File: src/rtl/stream_mux_pkg.sv
// rtl/stream_mux_pkg.sv - shared types and helpers for the stream multiplexer
package stream_mux_pkg;

  typedef enum logic {
    IDLE   = 1'b0,
    LOCKED = 1'b1
  } state_t;

  function automatic int sel_width(input int n);
    return (n > 1) ? $clog2(n) : 1;
  endfunction

endpackage

File: src/rtl/stream_mux_rr_pick.sv
// rtl/stream_mux_rr_pick.sv - round-robin picker: first valid channel above ptr, wrapping
module stream_mux_rr_pick #(
  parameter int N  = 2,
  parameter int SW = 1
) (
  input  logic [N-1:0]  valid,
  input  logic [SW-1:0] ptr,
  output logic [SW-1:0] idx,
  output logic          any
);

  logic [2*N-1:0] dbl;
  logic [N-1:0]   rot;
  int             off;

  always_comb begin
    dbl = {valid, valid};
    // bit 0 of rot is channel ptr+1; a shift of N lands back on channel 0
    rot = N'(dbl >> (int'(ptr) + 1));
    off = 0;
    for (int k = N - 1; k >= 0; k--) begin
      if (rot[k]) off = k;
    end
    idx = SW'((int'(ptr) + 1 + off) % N);
    any = |valid;
  end

endmodule

File: src/rtl/stream_mux.sv
// rtl/stream_mux.sv - N-channel valid/ready stream mux with packet locking and one output register
module stream_mux
  import stream_mux_pkg::*;
#(
  parameter int WIDTH    = 1,
  parameter int CHANNELS = 2,
  parameter int SEL_W    = sel_width(CHANNELS)
) (
  input  logic                      clk,
  input  logic                      rst_n,
  input  logic [CHANNELS*WIDTH-1:0] in_data,
  input  logic [CHANNELS-1:0]       in_valid,
  input  logic [CHANNELS-1:0]       in_last,
  output logic [CHANNELS-1:0]       in_ready,
  input  logic [SEL_W-1:0]          sel,
  input  logic                      rr_en,
  output logic [WIDTH-1:0]          out_data,
  output logic                      out_valid,
  output logic                      out_last,
  output logic [SEL_W-1:0]          out_chan,
  input  logic                      out_ready
);

  state_t             state, nstate;
  logic [SEL_W-1:0]   rr_ptr, lock_chan;
  logic [SEL_W-1:0]   rr_idx, cand;
  logic               rr_any;
  logic               load_en, cand_ok, cand_last, xfer;
  logic [WIDTH-1:0]   cand_data;

  stream_mux_rr_pick #(.N(CHANNELS), .SW(SEL_W)) u_rr_pick (
    .valid (in_valid),
    .ptr   (rr_ptr),
    .idx   (rr_idx),
    .any   (rr_any)
  );

  assign load_en = ~out_valid | out_ready;

  always_comb begin
    cand      = '0;
    cand_ok   = 1'b0;
    cand_last = 1'b0;
    cand_data = '0;
    if (state == LOCKED) cand = lock_chan;
    else if (rr_en)      cand = rr_idx;
    else                 cand = sel;
    // an out-of-range select matches no channel, so nothing is granted
    for (int i = 0; i < CHANNELS; i++) begin
      if (cand == SEL_W'(i)) begin
        cand_ok   = in_valid[i];
        cand_last = in_last[i];
        cand_data = in_data[i*WIDTH +: WIDTH];
      end
    end
  end

  always_comb begin
    in_ready = '0;
    for (int i = 0; i < CHANNELS; i++) begin
      in_ready[i] = rst_n & load_en & cand_ok & (cand == SEL_W'(i));
    end
  end

  assign xfer = rst_n & load_en & cand_ok;

  always_comb begin
    nstate = state;
    if (xfer) begin
      if (state == IDLE && !cand_last)  nstate = LOCKED;
      if (state == LOCKED && cand_last) nstate = IDLE;
    end
  end

  always_ff @(posedge clk or negedge rst_n) begin
    if (!rst_n) begin
      state     <= IDLE;
      rr_ptr    <= SEL_W'(CHANNELS - 1);
      lock_chan <= '0;
      out_valid <= 1'b0;
      out_data  <= '0;
      out_last  <= 1'b0;
      out_chan  <= '0;
    end else begin
      state <= nstate;
      if (xfer && state == IDLE) begin
        rr_ptr    <= cand;
        lock_chan <= cand;
      end
      if (load_en) begin
        out_valid <= xfer;
        if (xfer) begin
          out_data <= cand_data;
          out_last <= cand_last;
          out_chan <= cand;
        end
      end
    end
  end

endmodule

File: config.mk
export PLATFORM = sky130hd
export DESIGN_NAME = stream_mux
export DESIGN_NICKNAME = d
export VERILOG_FILES = /design/src/rtl/stream_mux_pkg.sv /design/src/rtl/stream_mux_rr_pick.sv /design/src/rtl/stream_mux.sv
export SDC_FILE = /design/constraint.sdc
export NUM_CORES = 1
export LEC_CHECK = 0
export CORE_AREA = 2 2 39 41
export DETAILED_ROUTE_END_ITERATION = 8
export DIE_AREA = 0 0 41 43
export PLACE_DENSITY = 0.62
export SLEW_MARGIN = 20
export SYNTH_ARGS = -nofsm -noshare
export SYNTH_HDL_FRONTEND = slang
export SYNTH_SLANG_ARGS = --single-unit
File: constraint.sdc
create_clock -name clk -period 3.9 [get_ports clk]
set_clock_uncertainty 0.15 [all_clocks]
set_input_delay 0.39 -clock clk [delete_from_list [all_inputs] [get_ports clk]]
set_output_delay 0.39 -clock clk [all_outputs]
set_load 0.02 [all_outputs]
# ---- Word level (Yosys, flattened, before mapping)
# Index checks and enable logic that the tools add are counted.
# Widths: inputs -> output; s select.
dict set report totals {
  ff_bits 7
  latchBits 0
  mem_bits_rw 0
  mem_bits_ro 0
  input_bits 11
  output_inout_bits 6
  mem_count 0
}
dict set report classes {
  n_addsub 2
  n_mul 0
  n_div 0
  magnitude_cmp 0
  n_eq_ne 0
  n_shift 1
  muxes 9
  bitwise_logic 8
  reduce_logical 7
}
# operator n
set op_table {}
lappend op_table {{$mux 1} 9}
lappend op_table {{$and 1x1->1} 4}
lappend op_table {{$reduce_and 2->1} 2}
lappend op_table {{$shr 4x2->2} 1}
lappend op_table {{$logic_and 1x1->1} 3}
lappend op_table {{$not 1->1} 3}
lappend op_table {{$add 1x1->2 const B} 1}
lappend op_table {{$reduce_bool 2->1} 1}
lappend op_table {{$add 1x1->1} 1}
lappend op_table {{$logic_not 1->1} 1}
lappend op_table {{$or 1x1->1} 1}

# ---- Longest topological paths before layout
# Gate-level depths: netlist of run 1.
dict set report logic_depth {
  ltp_word 12
  ltp_mapped 8
  depth_no_buf 8
}

# ---- By module
# A second synthesis of run 1 with hierarchy kept.
dict set report hier_totals {
  cells_unflattened 43
  hier_area_um2 478.0
}
# mod n_inst cells_per_inst area_per_inst_um2 seq_area_each_um2
set modules_own_cells {}
lappend modules_own_cells {stream_mux 1 39 452.9 176.4}
lappend modules_own_cells {stream_mux_rr_pick 1 4 25.0 0.0}

# ---- Worst setup path before layout of run 1
# OpenSTA, ideal clock, no wires.
dict set report synth_path {
  kind {register to register}
  from {register rr_ptr}
  to {register state}
  setup_ns 0.126
  arrival_time_ns 1.749
  path_slack_ns 1.875
  stages_incl_launch_ff 9
  path_buffers 0
  period_less_slack_ns 2.025
  cell_sequence {dfstp_2 > clkinv_1 > o211ai_1 > a21oi_1 > nand2_1 > o21ai_0 > ha_1 > o21bai_1 > mux2i_1}
}
dict set report synth_between {
  elab_chain_cells 12
  word_cells_on_any_way 16
  cone_classes {2 x add/sub; 1 x shift; 7 x mux; 1 x bitwise; 5 x reduce/logical}
}
# element line
set synth_rtl {}
lappend synth_rtl {{from (decl)} stream_mux.sv:25} ;# logic [SEL_W-1:0] rr_ptr, lock_chan;
lappend synth_rtl {{from (signal assigned)} stream_mux.sv:78} ;# rr_ptr <= SEL_W'(CHANNELS - 1);
lappend synth_rtl {{from (signal assigned)} stream_mux.sv:87} ;# rr_ptr <= cand;
lappend synth_rtl {{$add 1x1->2 (*)} stream_mux_rr_pick.sv:24} ;# idx = SW'((int'(ptr) + 1 + off) % N);
lappend synth_rtl {{$shr 4x2->2} stream_mux_rr_pick.sv:19} ;# rot = N'(dbl >> (int'(ptr) + 1));
lappend synth_rtl {{$mux 1 (2 in series)} stream_mux_rr_pick.sv:22} ;# if (rot[k]) off = k;
lappend synth_rtl {{$add 1x1->1 (*)} stream_mux_rr_pick.sv:24}
lappend synth_rtl {{$mux 1 (*)} stream_mux.sv:46} ;# else if (rr_en) cand = rr_idx;
lappend synth_rtl {{$mux 1 (*)} stream_mux.sv:45} ;# if (state == LOCKED) cand = lock_chan;
lappend synth_rtl {{$mux 1 (*)} stream_mux.sv:50} ;# if (cand == SEL_W'(i)) begin
lappend synth_rtl {{named net cand_last} stream_mux.sv:28} ;# logic load_en, cand_ok, cand_last, xfer;
lappend synth_rtl {{$logic_not 1->1} stream_mux.sv:70} ;# if (state == IDLE && !cand_last) nstate = LOCKED;
lappend synth_rtl {{$logic_and 1x1->1} stream_mux.sv:70}
lappend synth_rtl {{$reduce_bool 2->1 (no source line)} --}
lappend synth_rtl {{$reduce_and 2->1 (no source line)} --}
lappend synth_rtl {{to (signal assigned)} stream_mux.sv:85} ;# state <= nstate;
lappend synth_rtl {{to (decl)} stream_mux.sv:24} ;# state_t state, nstate;
# The timed path passes the listed nets; every way through them passes the cells marked *.
# A chain may end at the register's enable or synchronous reset.

# ---- Worst setup path after layout of run 1
dict set report layout_path {
  from {input in_valid[1]}
  to {output in_ready[1]}
}
dict set report layout_between {
  elab_chain_cells 9
}
# element line
set layout_rtl {}
lappend layout_rtl {{from (decl)} stream_mux.sv:12} ;# input logic [CHANNELS-1:0] in_valid,
lappend layout_rtl {{$shr 4x2->2} stream_mux_rr_pick.sv:19}
lappend layout_rtl {{$mux 1 (2 in series)} stream_mux_rr_pick.sv:22}
lappend layout_rtl {{$add 1x1->1} stream_mux_rr_pick.sv:24}
lappend layout_rtl {{$mux 1} stream_mux.sv:46}
lappend layout_rtl {{$mux 1} stream_mux.sv:45}
lappend layout_rtl {{$mux 1} stream_mux.sv:50}
lappend layout_rtl {{$and 1x1->1} stream_mux.sv:61} ;# in_ready[i] = rst_n & load_en & cand_ok & (cand == SEL_W'(i));
lappend layout_rtl {{$and 1x1->1 (*)} stream_mux.sv:61}
lappend layout_rtl {{to (decl)} stream_mux.sv:14} ;# output logic [CHANNELS-1:0] in_ready,
# Mark *: on every way between the ends. The rest lies on a longest branch, timed or not.

==> results of run 1 <==
-- critical path, stage by stage --
cell and delay, ns:
clkdlybuf4s50_1 0.56, nor2b_1 0.19, o211ai_1 0.18, a211oi_4 0.40
clkdlybuf4s50_1 0.67
-- layout make-up --
| class | instances | area [um^2] |
|---|---|---|
| Fill cell | 147 | 714 |
| Multi-Input combinational cell | 35 | 249 |
| Sequential cell | 7 | 176 |
| Timing Repair Buffer | 17 | 168 |
| Inverter | 8 | 30.0 |
| Clock buffer | 4 | 26.3 |
| Tap cell | 16 | 20.0 |
-- logic make-up (layout without fill, tap and decap cells) --
| group | Yosys count | in the layout | share of synthesized area [%] |
|---|---|---|---|
| DFF | 7 | 7 | 38.7 |
| adders and majority gates | 1 | 1 | 2.75 |
| and+or+nand+nor | 14 | 14 | 17.3 |
| muxes | 2 | 2 | 4.40 |
| AOI/OAI and AO/OA | 18 | 18 | 30.2 |
| buffers and inverters | 8 | 29 | 6.59 |
-- stage by stage --
| stage | area (um^2) | setup WS, ns | cells |
|---|---|---|---|
| finish | 669 | 0.964 | 87 |
| global route | 669 | 0.872 | 87 |
| CTS | 669 | 0.966 | 87 |
| detailed placement | 643 | 0.977 | 83 |
| global placement | 643 | 0.994 | 83 |
| floorplan | 455 | 1.88 | 50 |
-- cells in the final DEF (no fill, tap or decap) --
cell type / Yosys / routed
o21bai_1: 1 / 1
nor3_1: 3 / 3
nand3_1: 2 / 2
nand2b_4: 1 / 1
clkinv_1: 1 / 1
inv_1: 7 / 7
o21ai_1: 1 / 1
clkbuf_4: 0 / 3
and3_1: 1 / 1
dfrtp_1: 6 / 6
a21oi_4: 1 / 1
nand2_1: 1 / 1
a21oi_1: 4 / 4
a211oi_4: 1 / 1
buf_4: 0 / 1
o211ai_1: 1 / 1
nor2b_1: 2 / 2
mux2i_1: 2 / 2
a21boi_0: 1 / 1
clkbuf_1: 0 / 1
nand2b_1: 1 / 1
clkdlybuf4s50_1: 0 / 16
dfstp_2: 1 / 1
o21ai_0: 5 / 5
ha_1: 1 / 1
a221oi_1: 2 / 2
nor2_1: 3 / 3
a2111o_1: 1 / 1
-- Yosys cell counts, types with 2 or more instances --
library cell  n
nor2_1        3
a221oi_1      2
inv_1         7
nor2b_1       2
mux2i_1       2
nand3_1       2
o21ai_0       5
nor3_1        3
dfrtp_1       6
a21oi_1       4
-- report_power, final --
part	switching (mW)	total, mW	internal, mW
clock network	0.0282	0.0673	0.0391
registers	0.0232	0.126	0.103
logic	0.0939	0.182	0.0885
-- worst paths after layout --
| path | endpoint | startpoint | slack (ns) |
|---|---|---|---|
| worst max-delay path | in_ready[1] | in_valid[1] | 0.96 |
| min in group clk | rr_ptr | rr_ptr | 0.36 |
| max in group asynchronous | state | rst_n | 2.99 |
| worst max register to register | state | rr_ptr | 1.70 |
| worst min-delay path | lock_chan | rst_n | 0.24 |
| worst min register to register | rr_ptr | rr_ptr | 0.36 |
-- metal layers --
| layer | up-vias | GRT usage (%) | part of all wire [%] |
|---|---|---|---|
| met5 | - | 0 | 0 |
| met4 | 0 | 10.0 | 0 |
| met3 | 0 | 3.14 | 6.0 |
| met2 | 13 | 19.1 | 48 |
| met1 | 206 | 19.0 | 46 |
| li1 | 220 | - | - |
-- registers in the layout, summed over array words and instances, names as in the netlist --
name	cells
out_data	1
out_chan	1
out_valid	1
out_last	1
rr_ptr	1
lock_chan	1
state	1
==> summary.txt, run 1 <==
Setup path
  – WS Path Type: primary input to output port
  – Crit path required time: 3.36 ns
  – Critical path peak fanout: 7
  – Critical path arrival: 2.40 ns
  – Critical path launch point type: primary input
  – Reg2Reg Depth: 7
  – Critical Path Sink Type: output port

Floorplan
  – Die Ht: 43 um
  – # IOs: 17
  – Core area: 1380 um^2
  – Starting density of the core: 32.9%
  – # rows: 14
  – Die area: 1760 um^2
  – Die Width: 41 um

STA
  – Crit share post-route: 75.3%
  – Slew Viols, Final: 0
  – Rel. slew slack: 74.1%
  – Final Hold Fails: 0
  – Min Clock Period, post-route: 2.94 ns
  – Count of final setup violators: 0
  – RSZ-0062 raised after global routing: false
  – Max Freq: 341 MHz
  – Hold WS: 0.236 ns
  – Worst-Margin Slew: 0.386 ns
  – Setup tns final: 0 ns

Yosys
  – Seq/Total Area, Yosys: 38.7%
  – Yosys reg bits: 7
  – Ys flop type: dfrtp_1
  – Leading area contributor after synthesis: dfrtp_1
  – Asr flop ratio synth: 100%
  – Number of flops mapped to enable cells by yosys: 0
  – Synthesis Warnings: 0
  – Post-synthesis cell count: 50
  – Yosys cell types: 24
  – Syn Area/Cell: 9.11 um^2
  – Area share of the largest cell type after synthesis: 33.0%
  – Synth Cell Area: 455 um^2
  – Synth top area cells: dfrtp_1 (33%), dfstp_2 (5.8%), inv_1 (5.8%)
  – Syn nets: 62

Global route
  – Largest net degree at the start of global routing: 9
  – Overall Global Routing Usage: 14.1%
  – Overflow after GRT: 0
  – Initial antenna violation count: 0
  – First-pass GRT wire length: 1.66 mm
  – Vias in the first global route: 384

Drt
  – DRT Pass-1 Iters: 4
  – Number of routed nets with antenna violations: 0
  – Routed vias: 439
  – Detailed-route DRC error count: 0
  – Avg Vias per Cell: 5.05
  – WL/cell: 12.2 um
  – Post-Route WL: 1.06 mm
  – Iteration-0 DRC Markers: 19

Placed design
  – Final GP Congestion: 0.753
  – IO buf count: 16
  – Hpwl dp: 833 um

CTS
  – Hold buffers post-CTS: 0
  – H-tree Lvls: 1
  – Post-CTS resize count: 0
  – Worst-Skew Late Latency: 0.25 ns
  – Setup bufs post-CTS: 0
  – CTS Buf Count: 3
  – Clock Tree Buf Depth: 2
  – Clock slew at reported path FFs: 0.05 ns
  – CTS sink cnt: 7
  – CTS tree: done
  – Root buffer cell: clkbuf_4

Job
  – Max-Cap Viols: 0

Power
  – Power per Cell Area: 561 nW/um^2
  – Maximum vdd drop: 0.224 mV
  – Static Leak: 0.291 nW
  – Final Total Pwr: 0.376 mW

Cells and area
  – Area Growth Syn to Fin: 47.0%
  – Layout Nets: 84
  – Number of diodes: 0
  – Layout cells sized above 1: 11.3%
  – Final design utilization: 48.4%

Run status
  – Status: finished clean

Worst hold path
  – Hold Path Class: primary input to asynchronous set/reset pin
No activity file was read; power rests on OpenSTA's default activity.
==> inputs of run 2 (changes only) <==
--- a/config.mk
+++ b/config.mk
@@ -8,7 +8,7 @@
 export CORE_AREA = 2 2 39 41
 export DETAILED_ROUTE_END_ITERATION = 8
 export DIE_AREA = 0 0 41 43
-export PLACE_DENSITY = 0.62
+export PLACE_DENSITY = 0.65
 export SLEW_MARGIN = 20
 export SYNTH_ARGS = -nofsm -noshare
 export SYNTH_HDL_FRONTEND = slang
==> constraint.sdc (replaced) <==
create_clock -name clk -period 2.6 [get_ports clk]
set_clock_uncertainty 0.15 [all_clocks]
set_input_delay 0.26 -clock clk [delete_from_list [all_inputs] [get_ports clk]]
set_output_delay 0.26 -clock clk [all_outputs]
set_load 0.02 [all_outputs]
==> summary.txt, run 2 (synthesis results as in run 1) <==
Run status
  – Status: finished clean

Power
  – Final Total Pwr: 0.574 mW
  – Power per Cell Area: 820 nW/um^2
  – Static Leak: 0.314 nW
  – Maximum vdd drop: 0.344 mV

Cells and area
  – Final instance area: 701 um^2
  – Final design utilization: 50.6%
  – Post-route insts no fill: 91
  – Layout Nets: 88
  – Area Growth Syn to Fin: 53.8%
  – Layout cells sized above 1: 17.3%
  – Most frequent cells in the layout: clkdlybuf4s50_1 (16), inv_1 (7), dfrtp_1 (6)
  – Commonest non-fill, non-tap cell in the layout: clkdlybuf4s50_1
  – Number of diodes: 0

STA
  – Setup tns final: 0 ns
  – Count of final setup violators: 0
  – Final Hold Fails: 0
  – Worst-Margin Slew: 0.384 ns
  – Rel. slew slack: 74.3%
  – Slew Viols, Final: 0
  – Crit share post-route: 97.1%
  – Final WS setup: 0.0744 ns
  – Min Clock Period, post-route: 2.53 ns
  – Hold WS: 0.214 ns
  – Max Freq: 396 MHz
  – RSZ-0062 raised after global routing: false

Setup path
  – Cell mode on critical path: clkdlybuf4s50_1
  – Slowest CP cell: clkdlybuf4s50_1
  – Critical Path Sink Type: output port
  – Critical path peak fanout: 4
  – Max incr delay on CP: 0.61 ns
  – CP top delay family: buffers and inverters
  – Crit path required time: 2.19 ns
  – Critical path arrival: 2.12 ns
  – Critical Path, Cell by Cell: clkdlybuf4s50_1 > nor2b_1 > a2111o_1 > a21oi_4 > clkdlybuf4s50_1
  – WS Path Type: primary input to output port
  – Critical path launch point type: primary input
  – Worst setup path start: in_valid[0]
  – Worst Path Buf+Inv: 2
  – Critical R2R Launch: rr_ptr

Floorplan
  – Die Ht: 43 um
  – Die Width: 41 um
  – # IOs: 17
  – Die area: 1760 um^2
  – Core area: 1380 um^2
  – Starting density of the core: 32.9%
  – # rows: 14

CTS
  – CTS tree: done
  – Root buffer cell: clkbuf_4
  – Hold buffers post-CTS: 0
  – Worst-Skew Late Latency: 0.25 ns
  – CTS Buf Count: 3
  – Setup bufs post-CTS: 0
  – Post-CTS resize count: 0
  – Clock Tree Buf Depth: 2
  – Clock slew at reported path FFs: 0.06 ns
  – CTS sink cnt: 7
  – H-tree Lvls: 1

Drt
  – WL/cell: 12.8 um
  – Post-Route WL: 1.16 mm
  – Number of routed nets with antenna violations: 0
  – Routed vias: 463
  – DRT Pass-1 Iters: 4
  – Iteration-0 DRC Markers: 3
  – Detailed-route DRC error count: 0
  – Avg Vias per Cell: 5.09

Global route
  – Overflow after GRT: 0
  – Largest net degree at the start of global routing: 9
  – First-pass GRT wire length: 1.83 mm
  – Vias in the first global route: 435
  – Initial antenna violation count: 0
  – Overall Global Routing Usage: 16.1%

Worst hold path
  – Hold Path Class: primary input to asynchronous set/reset pin

Placed design
  – IO buf count: 16
  – DP Worst Slack: 0.0655 ns
  – Inst Count DP: 87
  – Hpwl dp: 940 um
  – Area after DPL: 673 um^2
  – Final GP Congestion: 0.688

Job
  – Max-Cap Viols: 0
run 2: cell types whose count changed in the layout (fill, tap and decap cells not counted):
| cell | before | now |
|---|---|---|
| buf_4 | 1 | 5 |
| clkbuf_1 | 1 | 0 |
| clkinv_2 | 0 | 1 |
run 2: report_power, final:
group          switching (mW)  internal, mW  total (mW)
Combinational           0.144         0.140       0.285
Clock                  0.0436        0.0563       0.100
Sequential             0.0351         0.154       0.189
run 2: area by class of cell:
cell class	count	area (um^2)
Multi-Input combinational cell	35	249
Inverter	8	30.0
Sequential cell	7	176
Fill cell	137	683
Clock inverter	1	5.00
Timing Repair Buffer	21	198
Tap cell	16	20.0
Clock buffer	3	22.5
run 2: layer usage:
metal | track usage (%) | part of all wire, % | routed length (um)
met5 | 0 | 0 | 0
met4 | 10.0 | 1.6 | 19
met3 | 4.71 | 3.7 | 43
met2 | 24.1 | 51 | 592
met1 | 19.3 | 44 | 507
run 2: path summary, 6_finish.rpt:
| check | end | slack (ns) | depth (start not counted) |
|---|---|---|---|
| max reg2reg | state | 0.39 | 7 |
| min in group clk | rr_ptr | 0.36 | 2 |
| max | in_ready[0] | 0.07 | 5 |
| min reg2reg | rr_ptr | 0.36 | 2 |
| max in group asynchronous | rr_ptr | 1.90 | 2 |
| min | lock_chan | 0.21 | 2 |
run 2: worst register-to-register path: cells and delay by family, from the launching register on:
family | cells | cell delay, ns
compound gates | 4 | 0.94
fa+ha+maj | 1 | 0.26
buf+inv | 1 | 0.08
flops | 1 | 0.54
mux | 1 | 0.12
==> inputs of run 3 (changes only) <==
--- a/config.mk
+++ b/config.mk
@@ -6,6 +6,7 @@
 export NUM_CORES = 1
 export LEC_CHECK = 0
 export CORE_AREA = 2 2 39 41
+export CTS_BUF_LIST = sky130_fd_sc_hd__clkbuf_8
 export DETAILED_ROUTE_END_ITERATION = 8
 export DIE_AREA = 0 0 41 43
 export PLACE_DENSITY = 0.65
==> summary.txt, run 3 (synthesis results as in run 1) <==
Run status
  – Status: finished clean

Setup path
  – Critical path launch point type: primary input
  – Crit path required time: 2.19 ns
  – Reg2Reg Depth: 7
  – Critical Path Sink Type: output port
  – Critical path peak fanout: 4
  – R2r endpoint: state
  – Critical path arrival: 2.12 ns
  – Worst setup path start: in_valid[0]
  – Flop2flop setup slack: 0.39 ns
  – WS Path Type: primary input to output port
  – Critical R2R Launch: rr_ptr

STA
  – Max Freq: 396 MHz
  – Final Hold Fails: 0
  – Worst-Margin Slew: 0.384 ns
  – Min Clock Period, post-route: 2.53 ns
  – RSZ-0062 raised after global routing: false
  – Rel. slew slack: 74.3%
  – Slew Viols, Final: 0
  – Setup tns final: 0 ns
  – Final WS setup: 0.0721 ns
  – Count of final setup violators: 0
  – Crit share post-route: 97.2%

Worst hold path
  – Hold Path Class: primary input to asynchronous set/reset pin

Cells and area
  – Layout Nets: 88
  – Layout cells sized above 1: 17.3%
  – Area Growth Syn to Fin: 58.0%
  – Fill count: 135
  – Most frequent cells in the layout: clkdlybuf4s50_1 (16), inv_1 (7), dfrtp_1 (6)
  – Number of diodes: 0
  – Commonest non-fill, non-tap cell in the layout: clkdlybuf4s50_1

CTS
  – Root buffer cell: clkbuf_8
  – H-tree Lvls: 1
  – CTS tree: done
  – Post-CTS resize count: 0
  – Clock slew at reported path FFs: 0.04 ns
  – Setup bufs post-CTS: 0
  – Worst-Skew Late Latency: 0.22 ns
  – CTS sink cnt: 7
  – Hold buffers post-CTS: 0
  – Clock Tree Buf Depth: 2
  – CTS Buf Count: 3

Power
  – Power per Cell Area: 872 nW/um^2
  – Static Leak: 0.321 nW
  – Maximum vdd drop: 0.383 mV

Global route
  – Initial antenna violation count: 0
  – Largest net degree at the start of global routing: 9
  – Vias in the first global route: 438
  – First-pass GRT wire length: 1.84 mm
  – Overall Global Routing Usage: 16.3%
  – Overflow after GRT: 0

Drt
  – WL/cell: 12.8 um
  – Number of routed nets with antenna violations: 0
  – DRT Pass-1 Iters: 4
  – Routed vias: 451
  – Iteration-0 DRC Markers: 4
  – Detailed-route DRC error count: 0
  – Post-Route WL: 1.17 mm
  – Avg Vias per Cell: 4.96

Floorplan
  – Die area: 1760 um^2
  – # IOs: 17
  – # rows: 14
  – Die Width: 41 um
  – Core area: 1380 um^2
  – Die Ht: 43 um
  – Starting density of the core: 32.9%

Placed design
  – Hpwl dp: 940 um
  – DP Worst Slack: 0.0655 ns
  – IO buf count: 16
  – Final GP Congestion: 0.688

Job
  – Max-Cap Viols: 0
==> run 3: cell count changes in the layout (fill, tap and decap cells not counted) <==
| cell | delta |
|---|---|
| clkbuf_4 | -3 |
| clkbuf_8 | +3 |
==> run 3: critical path: stages <==
cell and delay [ns]:
clkdlybuf4s50_1 0.58, nor2b_1 0.09, a2111o_1 0.44, a21oi_4 0.14
clkdlybuf4s50_1 0.61
==> run 3: metrics by stage <==
stage	area (um^2)	hold WS [ns]	std cells	total power [mW]	util, %
floorplan	455	-0.186	50	0.350	-
finish	719	0.252	91	0.627	52.0
global route	719	0.269	91	0.671	52.0
detailed placement	673	0.356	87	0.477	48.6
CTS	719	0.258	91	0.633	52.0
global placement	673	0.330	87	0.466	48.6
==> run 3: how the worst max path moves through the flow <==
stage	endpoint	cells after the start
after detailed placement	state	8
after CTS	in_ready[0]	5
after floorplan	state	8
after global routing	in_ready[0]	5
after global placement	in_ready[0]	5
final	in_ready[0]	5
==> run 3: final cells by class <==
cell class	count	area [um^2]	share of cell area, %
multi-input combinational	35	249	34.6
timing repair buffer	21	198	27.5
sequential	7	176	24.5
clock buffer	3	41.3	5.74
inverter	8	30.0	4.17
tap	16	20.0	2.78
clock inverter	1	5.00	0.696
==> run 3: power breakdown <==
part | switching, mW | internal (mW)
Sequential | 0.0344 | 0.155
Combinational | 0.144 | 0.141
Clock | 0.0492 | 0.104
Total | 0.228 | 0.399
==> run 3: metal layers <==
layer | GRT usage [%] | routed length, um | part of all wire (%)
met4 | 12.0 | 17 | 1.5
met5 | 0 | 0 | 0
met2 | 23.8 | 585 | 50
met1 | 19.3 | 521 | 45
met3 | 4.71 | 41 | 3.5
